### config.mk
export PLATFORM = sky130hd
export DESIGN_NAME = find_best_hop_flat
export DESIGN_NICKNAME = d
export VERILOG_FILES = /design/src/rtl/find_best_hop_if.sv /design/src/rtl/find_best_hop.sv /design/src/flat_wrapper.sv
export SDC_FILE = /design/constraint.sdc
export NUM_CORES = 1
export LEC_CHECK = 0
export CAP_MARGIN = 20
export CORE_MARGIN = 2
export CORE_UTILIZATION = 55
export DETAILED_ROUTE_END_ITERATION = 16
export GPL_TIMING_DRIVEN = 0
export PLACE_DENSITY = 0.79
export SYNTH_ARGS = -nofsm -noshare
export SYNTH_HDL_FRONTEND = slang
export SYNTH_SLANG_ARGS = --single-unit
### constraint.sdc
create_clock -name clock -period 3 [get_ports clock]
set_clock_uncertainty 0.1 [all_clocks]
set_input_delay 0.6 -clock clock [delete_from_list [all_inputs] [get_ports clock]]
set_output_delay 0.6 -clock clock [all_outputs]
set_load 0.02 [all_outputs]
### src/rtl/find_best_hop_if.sv
// find_best_hop_if: start/parameter inputs, routing-table read bus and
// next-hop result signals of the best-hop search block.
interface find_best_hop_if;
  logic        en;
  logic [15:0] minBattery;
  logic [15:0] data_in;
  logic [15:0] address;
  logic        wr_en;
  logic [15:0] bestID;
  logic [15:0] bestQ;
  logic [15:0] bestCluster;
  logic [15:0] bestIndex;
  logic        noRoute;
  logic        done;

  modport master (
    output en, minBattery, data_in,
    input  address, wr_en, bestID, bestQ, bestCluster, bestIndex, noRoute, done
  );

  modport slave (
    input  en, minBattery, data_in,
    output address, wr_en, bestID, bestQ, bestCluster, bestIndex, noRoute, done
  );
endinterface

### src/rtl/find_best_hop.sv
// find_best_hop: scans the neighbour routing table for the battery-qualified
// neighbour with the lowest qValue and reports its ID, cluster and index.
module find_best_hop (
  input  logic           clock,
  input  logic           nrst,
  find_best_hop_if.slave bus
);

  localparam logic [15:0] ADDR_COUNT   = 16'h068A;
  localparam logic [15:0] BASE_BATTERY = 16'h0148;
  localparam logic [15:0] BASE_QVALUE  = 16'h01C8;
  localparam logic [15:0] BASE_ID      = 16'h0048;
  localparam logic [15:0] BASE_CLUSTER = 16'h00C8;
  localparam logic [15:0] MAX_COUNT    = 16'd64;

  typedef enum logic [2:0] {
    IDLE  = 3'd0,
    S_CNT = 3'd1,
    S_CHK = 3'd2,
    S_BAT = 3'd3,
    S_Q   = 3'd4,
    S_ID  = 3'd5,
    S_CL  = 3'd6
  } state_t;

  state_t      state_r;
  logic [15:0] n_r;
  logic [15:0] count_r;
  logic [15:0] address_r;
  logic [15:0] best_id_r;
  logic [15:0] best_q_r;
  logic [15:0] best_cluster_r;
  logic [15:0] best_index_r;
  logic        found_r;
  logic        no_route_r;
  logic        done_r;

  // Each table field is an array of 16-bit entries spaced two words apart.
  function automatic logic [15:0] entry_addr(input logic [15:0] base, input logic [15:0] idx);
    entry_addr = base + {idx[14:0], 1'b0};
  endfunction

  assign bus.address     = address_r;
  assign bus.wr_en       = 1'b0;
  assign bus.bestID      = best_id_r;
  assign bus.bestQ       = best_q_r;
  assign bus.bestCluster = best_cluster_r;
  assign bus.bestIndex   = best_index_r;
  assign bus.noRoute     = no_route_r;
  assign bus.done        = done_r;

  // Scan sequencer: walks the table one read per state and keeps the running best.
  always_ff @(posedge clock or negedge nrst) begin
    if (!nrst) begin
      state_r        <= IDLE;
      n_r            <= 16'd0;
      count_r        <= 16'd0;
      address_r      <= 16'd0;
      best_id_r      <= 16'd0;
      best_q_r       <= 16'd0;
      best_cluster_r <= 16'd0;
      best_index_r   <= 16'd0;
      found_r        <= 1'b0;
      no_route_r     <= 1'b0;
      done_r         <= 1'b0;
    end else begin
      case (state_r)
        IDLE: begin
          if (bus.en) begin
            done_r       <= 1'b0;
            no_route_r   <= 1'b0;
            best_q_r     <= 16'd0;
            best_index_r <= 16'd0;
            found_r      <= 1'b0;
            n_r          <= 16'd0;
            address_r    <= ADDR_COUNT;
            state_r      <= S_CNT;
          end
        end
        S_CNT: begin
          count_r <= (bus.data_in > MAX_COUNT) ? MAX_COUNT : bus.data_in;
          state_r <= S_CHK;
        end
        S_CHK: begin
          if (n_r < count_r) begin
            address_r <= entry_addr(BASE_BATTERY, n_r);
            state_r   <= S_BAT;
          end else if (found_r) begin
            address_r <= entry_addr(BASE_ID, best_index_r);
            state_r   <= S_ID;
          end else begin
            no_route_r <= 1'b1;
            done_r     <= 1'b1;
            state_r    <= IDLE;
          end
        end
        S_BAT: begin
          if (bus.data_in < bus.minBattery) begin
            n_r     <= n_r + 16'd1;
            state_r <= S_CHK;
          end else begin
            address_r <= entry_addr(BASE_QVALUE, n_r);
            state_r   <= S_Q;
          end
        end
        S_Q: begin
          // Strict less-than keeps the lower index on equal qValues.
          if (!found_r || (bus.data_in < best_q_r)) begin
            best_q_r     <= bus.data_in;
            best_index_r <= n_r;
            found_r      <= 1'b1;
          end
          n_r     <= n_r + 16'd1;
          state_r <= S_CHK;
        end
        S_ID: begin
          best_id_r <= bus.data_in;
          address_r <= entry_addr(BASE_CLUSTER, best_index_r);
          state_r   <= S_CL;
        end
        S_CL: begin
          best_cluster_r <= bus.data_in;
          done_r         <= 1'b1;
          state_r        <= IDLE;
        end
        default: begin
          state_r <= IDLE;
        end
      endcase
    end
  end

endmodule
### src/flat_wrapper.sv
// flat-port wrapper written by rule: the top's interface ports become plain ports
module find_best_hop_flat 
  (clock, nrst, bus_en, bus_minBattery, bus_data_in, bus_address, bus_wr_en, bus_bestID, bus_bestQ, bus_bestCluster, bus_bestIndex, bus_noRoute, bus_done);
  find_best_hop_if bus_i ();
  input  logic clock;
  input  logic nrst;
  input wire logic [$bits(bus_i.en)-1:0] bus_en;
  input wire logic [$bits(bus_i.minBattery)-1:0] bus_minBattery;
  input wire logic [$bits(bus_i.data_in)-1:0] bus_data_in;
  output wire logic [$bits(bus_i.address)-1:0] bus_address;
  output wire logic [$bits(bus_i.wr_en)-1:0] bus_wr_en;
  output wire logic [$bits(bus_i.bestID)-1:0] bus_bestID;
  output wire logic [$bits(bus_i.bestQ)-1:0] bus_bestQ;
  output wire logic [$bits(bus_i.bestCluster)-1:0] bus_bestCluster;
  output wire logic [$bits(bus_i.bestIndex)-1:0] bus_bestIndex;
  output wire logic [$bits(bus_i.noRoute)-1:0] bus_noRoute;
  output wire logic [$bits(bus_i.done)-1:0] bus_done;
  assign bus_i.en = bus_en;
  assign bus_i.minBattery = bus_minBattery;
  assign bus_i.data_in = bus_data_in;
  assign bus_address = bus_i.address;
  assign bus_wr_en = bus_i.wr_en;
  assign bus_bestID = bus_i.bestID;
  assign bus_bestQ = bus_i.bestQ;
  assign bus_bestCluster = bus_i.bestCluster;
  assign bus_bestIndex = bus_i.bestIndex;
  assign bus_noRoute = bus_i.noRoute;
  assign bus_done = bus_i.done;
  find_best_hop u_core (.clock(clock), .nrst(nrst), .bus(bus_i));
endmodule
; ---- Word level (Yosys, flattened, before mapping)
; Cells that the tools add are included.
[totals]
wordCells = 72
out_inout_bits = 83
reg_bits = 118
ram_bits = 0
n_memories = 0
mem_bits_ro = 0
latch_bits = 0
[op_classes]
magnitude_cmp = 4
addsub = 5
n_eq_ne = 13
reduce_logical = 14
multipliers = 0
muxes = 25
shift = 0
n_bitwise = 0
n_div = 0
[ops]
columns = op, n
row1 = $mux W16, 9
row2 = $pmux W16 S2, 2
row3 = $pmux W16 S4, 1
row4 = $lt A16 B16 Y1, 3
row5 = $pmux W16 S3, 1
row6 = $add A9 B16 Y16 const A, 2
row7 = $add A16 B1 Y16 const B, 1
row8 = $add A7 B16 Y16 const A, 1
row9 = $add A8 B16 Y16 const A, 1
row10 = $gt A16 B7 Y1 const B, 1
row11 = $pmux W3 S5, 1
row12 = $mux W3, 4
row13 = $reduce_and A4 Y1, 3
row14 = $eq A3 B3 Y1 const B, 3
row15 = $ne A2 B2 Y1 const B, 4
row16 = $eq A3 B2 Y1 const B, 2
row17 = $reduce_and A3 Y1, 2
row18 = $reduce_bool A3 Y1, 2
row19 = $mux W1, 4
row20 = $ne A2 B1 Y1 const B, 2
row21 = $pmux W1 S2, 2
row22 = $reduce_bool A2 Y1, 2
row23 = $reduce_bool A4 Y1, 1
row24 = $eq A3 B1 Y1 const B, 1
row25 = other kinds (6), 6

; ---- Logic depth before layout (Yosys ltp)
[depth]
ltp_word = 4
mapped_depth = 10
ltp_nobuf = 9

; ---- Least setup slack after synthesis
; No wires, ideal clock.
[synth_timing]
path_type = reg-to-reg
startpoint = register u_core.n_r[15]
endpoint = register u_core.address_r[14], in the netlist u_core.bus.address[14]
path_slack_ns = 0.368
arrival_time_ns = 2.406
path_buffers = 1
setup_time_ns = 0.126
required_ns = 2.774
path_stages_with_launch = 9
cell_sequence = dfrtp_1 -> ha_1 -> and4_1 -> nand4_1 -> or4_4 -> a31o_2 -> o221a_1 -> buf_2 -> o32a_1
[synth_between]
elab_chain_len = 3
[synth_lines]
columns = item, line
row1 = from (decl), find_best_hop.sv:27  ; logic [15:0] n_r;
row2 = from (signal assigned), find_best_hop.sv:99  ; n_r <= n_r + 16'd1;
row3 = from (signal assigned), find_best_hop.sv:113  ; n_r <= n_r + 16'd1;
row4 = $lt A16 B16 Y1 (*), find_best_hop.sv:85  ; if (n_r < count_r) begin
row5 = $ne A3 B1 Y1 (no line) or $mux W16 (tied branches), -
row6 = $reduce_and A4 Y1 (no line) or $pmux W16 S4 (tied branches), -
row7 = to (signal assigned), find_best_hop.sv:86  ; address_r <= entry_addr(BASE_BATTERY, n_r);
row8 = to (signal assigned), find_best_hop.sv:89  ; address_r <= entry_addr(BASE_ID, best_index_r);
row9 = to (signal assigned), find_best_hop.sv:102  ; address_r <= entry_addr(BASE_QVALUE, n_r);
row10 = to (decl), find_best_hop.sv:29  ; logic [15:0] address_r;
; Mark *: on every way between the ends. The rest lies on a longest branch, timed or not.
; A chain may end at the register's enable or synchronous reset.

; ---- Final worst setup path
[layout_timing]
startpoint = register u_core.n_r[15]
endpoint = register u_core.address_r[7], in the netlist u_core.bus.address[7]
; Same word-level chain as after synthesis.

==> flow_summary_export.csv <==
group,metric,value,unit
place,dp_hpwl,15300,um
routing,wire_per_inst,18.6,um
sta,slew_violations,0,
yosys,synth-seq-cells,117,
place,gp_congestion,0.983,
yosys,ys.warnings.count,0,
clock_network,clockBufferDepth,2,
sta,fmax,0.342,GHz
routing,ant_nets,0,
routing,vias,6853,
yosys,synth_area_per_cell,8.78,um2
power,internal_power,5.09,mW
global_routing,grt_pass1_vias,6825,
sta,layout_min_cycle_time,2.92,ns
yosys,synth.top_cell.area_share,40.3,%
clock_network,clk_pin_slew,0.05,ns
sta,finalSetupViolations,0,
worst_setup_path,r2r_cells,9,
sta,final.period_utilization,97.4,%
routing,routed_via_density,5.95,
sta,rsz0062_at_grt,"no",
yosys,synth_ff_type,"dfrtp_1",
worst_setup_path,cp.arrival,3.13,ns
clock_network,clock_latency,0.43,ns
clock_network,cts_sinks,117,
sta,tightest_slew,0.729,ns
hold_path,hp-class,"input pin to async pin",
yosys,yosys.area.top_type,"dfrtp_1",
power,p_comb_share,48.1,%
worst_setup_path,crit_path_start_kind,"flop",
worst_setup_path,rrSetupSlack,0.08,ns
worst_setup_path,path_max_fanout,10,
yosys,synth_edf_count,0,
power,power-per-cell-area,911,nW/um2
routing,drt_wl_total,21400,um
routing,drtIter0Drc,586,
run_status,status,"complete, no violations",
floorplan,start_util,56.8,%
power,p_total,8.54,mW
yosys,syn_inst,827,
floorplan,die_w,119,um
floorplan,dieArea,14100,um2
place,placed_cell_area,8660,um2
cells_and_area,fin_cells,1151,
sta,final_hold_viol_count,0,
global_routing,grt_max_degree,63,
floorplan,ios,118,
routing,route.detailed.drc,0,
clock_network,ctsHoldBuffers,0,
clock_network,cts-root-buf,"clkbuf_16",
floorplan,dieHeight,119,um
worst_setup_path,required,3.21,ns
yosys,ys_seq_area_share,40.3,%
sta,maxSlewHeadroom,51.3,%
flow_run,maxCapViolCount,0,
global_routing,grt_remaining_overflow,0,
cells_and_area,drive_above_1_share,9.19,%
clock_network,cts_tree,"yes",
worst_setup_path,r2r-end,"u_core.bus.address[7]",
global_routing,antenna_found_initial,0,
clock_network,htree_num_levels,4,
cells_and_area,syn_to_final_growth,29.2,%
worst_setup_path,end_kind,"flop",
clock_network,numCtsBuffers,17,
power,ir_drop,638,uV
routing,dr.pass1.iters,5,
power,power_switching_share,40.4,%
power,p_leak,3.96,nW
yosys,ys_types,70,
place,io_buffers,115,
cells_and_area,diodes,0,
floorplan,std_cell_rows,41,
power,p_seq_share,27.5,%
cells_and_area,nets,1049,
cells_and_area,final_cell_area,9380,um2
global_routing,track_usage,31.3,%
worst_setup_path,r2r-start,"u_core.n_r[15]",
cells_and_area,final_cell_mix,"136 x nand2_1, 116 x dfrtp_1, 104 x clkdlybuf4s50_1, 65 x inv_1, 64 x nor2_1",
floorplan,core,12800,um2
cells_and_area,layout_commonest_cell,"nand2_1",
worst_setup_path,startpoint,"u_core.n_r[15]",
place,dp.cells,1116,
power,p_clk_share,24.3,%
yosys,synth_area,7260,um2
yosys,async_flop_share,100,%
worst_setup_path,critPathKind,"flop to flop",
cells_and_area,fin_util,73.4,%
power,power_switching,3.45,mW
yosys,synthTopCellsByArea,"dfrtp_1 40%, ha_1 8.3%, nand2_1 7.0%",
global_routing,grt_pass1_wl,34800,um
-- stage by stage --
stage / setup WS, ns / TNS (ns) / hold WS, ns
6_report: 0.0782 / 0 / 0.0152
3_3_place_gp: -3.30 / -422.95 / 0.352
4_1_cts: 0.00447 / 0 / 0.0392
3_5_place_dp: -0.762 / -38.83 / 0.363
2_1_floorplan: 0.368 / 0 / 0.204
5_1_grt: 0.0143 / 0 / 0.0725
-- Yosys cell counts (5+ instances only) --
cell and number:
nand2_1 136, dfrtp_1 117, inv_1 65, nor2_1 64, ha_1 48, clkbuf_1 44, o21ai_0 39, o211ai_1 36
o2111ai_1 32, a21oi_1 31, xnor2_1 22, nand3_1 19, mux2_2 17, a21o_1 12, nor3_1 12, nand4_1 11
o31ai_1 7, a211oi_1 5, a31oi_1 5, and3_1 5, buf_4 5
-- flip-flops by register name (all words and copies together) (netlist names), 3 cells and up --
signal,count
u_core.bus.bestID,16
u_core.bus.bestIndex,16
u_core.bus.bestQ,16
u_core.count_r,16
u_core.bus.bestCluster,16
u_core.state_r,3
u_core.n_r,16
u_core.bus.address,15
-- worst max path at each step --
stage | end | slack [ns] | cells after the start
floorplan | u_core.bus.address[14] | 0.37 | 8
global placement | u_core.bus.bestCluster[11] | -3.30 | 1
detailed placement | u_core.n_r[3] | -0.76 | 10
CTS | u_core.n_r[5] | 0.004 | 10
global route | u_core.bus.address[9] | 0.01 | 9
finish | u_core.bus.address[7] | 0.08 | 9
-- critical path, stage by stage (launching register included) --
cell and delay, ns:
dfrtp_2 0.46, ha_1 0.34, and4_4 0.25, nand4_1 0.15, or4_4 0.51, a31o_4 0.30
o221a_1 0.27, clkbuf_4 0.21, o221ai_1 0.13, nand2_1 0.08
-- logic make-up after synthesis --
kind of cell | Yosys count | synth area share, %
simple gates | 274 | 16.6
compound gates | 219 | 21.9
buf+inv | 121 | 6.55
flops | 117 | 40.3
fa+ha+maj | 50 | 8.55
xor+xnor | 25 | 3.02
mux | 20 | 3.05
other cells | 1 | 0.0516
-- per-layer routing --
| metal | part of all wire, % | GRT usage (%) |
|---|---|---|
| met4 | 3.3 | 14.0 |
| met2 | 46 | 49.7 |
| met5 | 0 | 0 |
| met3 | 8.8 | 10.0 |
| met1 | 41 | 39.0 |
-- layout make-up --
| cell class | count | area, um2 |
|---|---|---|
| Multi-Input combinational cell | 590 | 3920 |
| Fill cell | 976 | 3390 |
| Sequential cell | 117 | 2930 |
| Timing Repair Buffer | 121 | 1230 |
| Clock buffer | 24 | 512 |
| Inverter | 66 | 248 |
| Buffer | 53 | 235 |
| Tap cell | 172 | 215 |
| Clock inverter | 8 | 95.1 |
-- power groups by stage --
| stage | logic (mW) | clock network [mW] | registers [mW] |
|---|---|---|---|
| floorplan | 1.84 | 0 | 2.83 |
| global placement | 3.84 | 0 | 2.36 |
| detailed placement | 3.90 | 0 | 2.36 |
| CTS | 4.03 | 2.09 | 2.35 |
| global route | 4.42 | 2.16 | 2.41 |
| finish | 4.11 | 2.08 | 2.35 |
-- repair_timing --
action / in CTS / in global routing
endpoints found under the setup margin: 56 / 48
pin swaps: 2 / 6
resized for setup: 18 / 21
buffers inserted: 2 / 3
No activity file was read; power rests on OpenSTA's default activity.
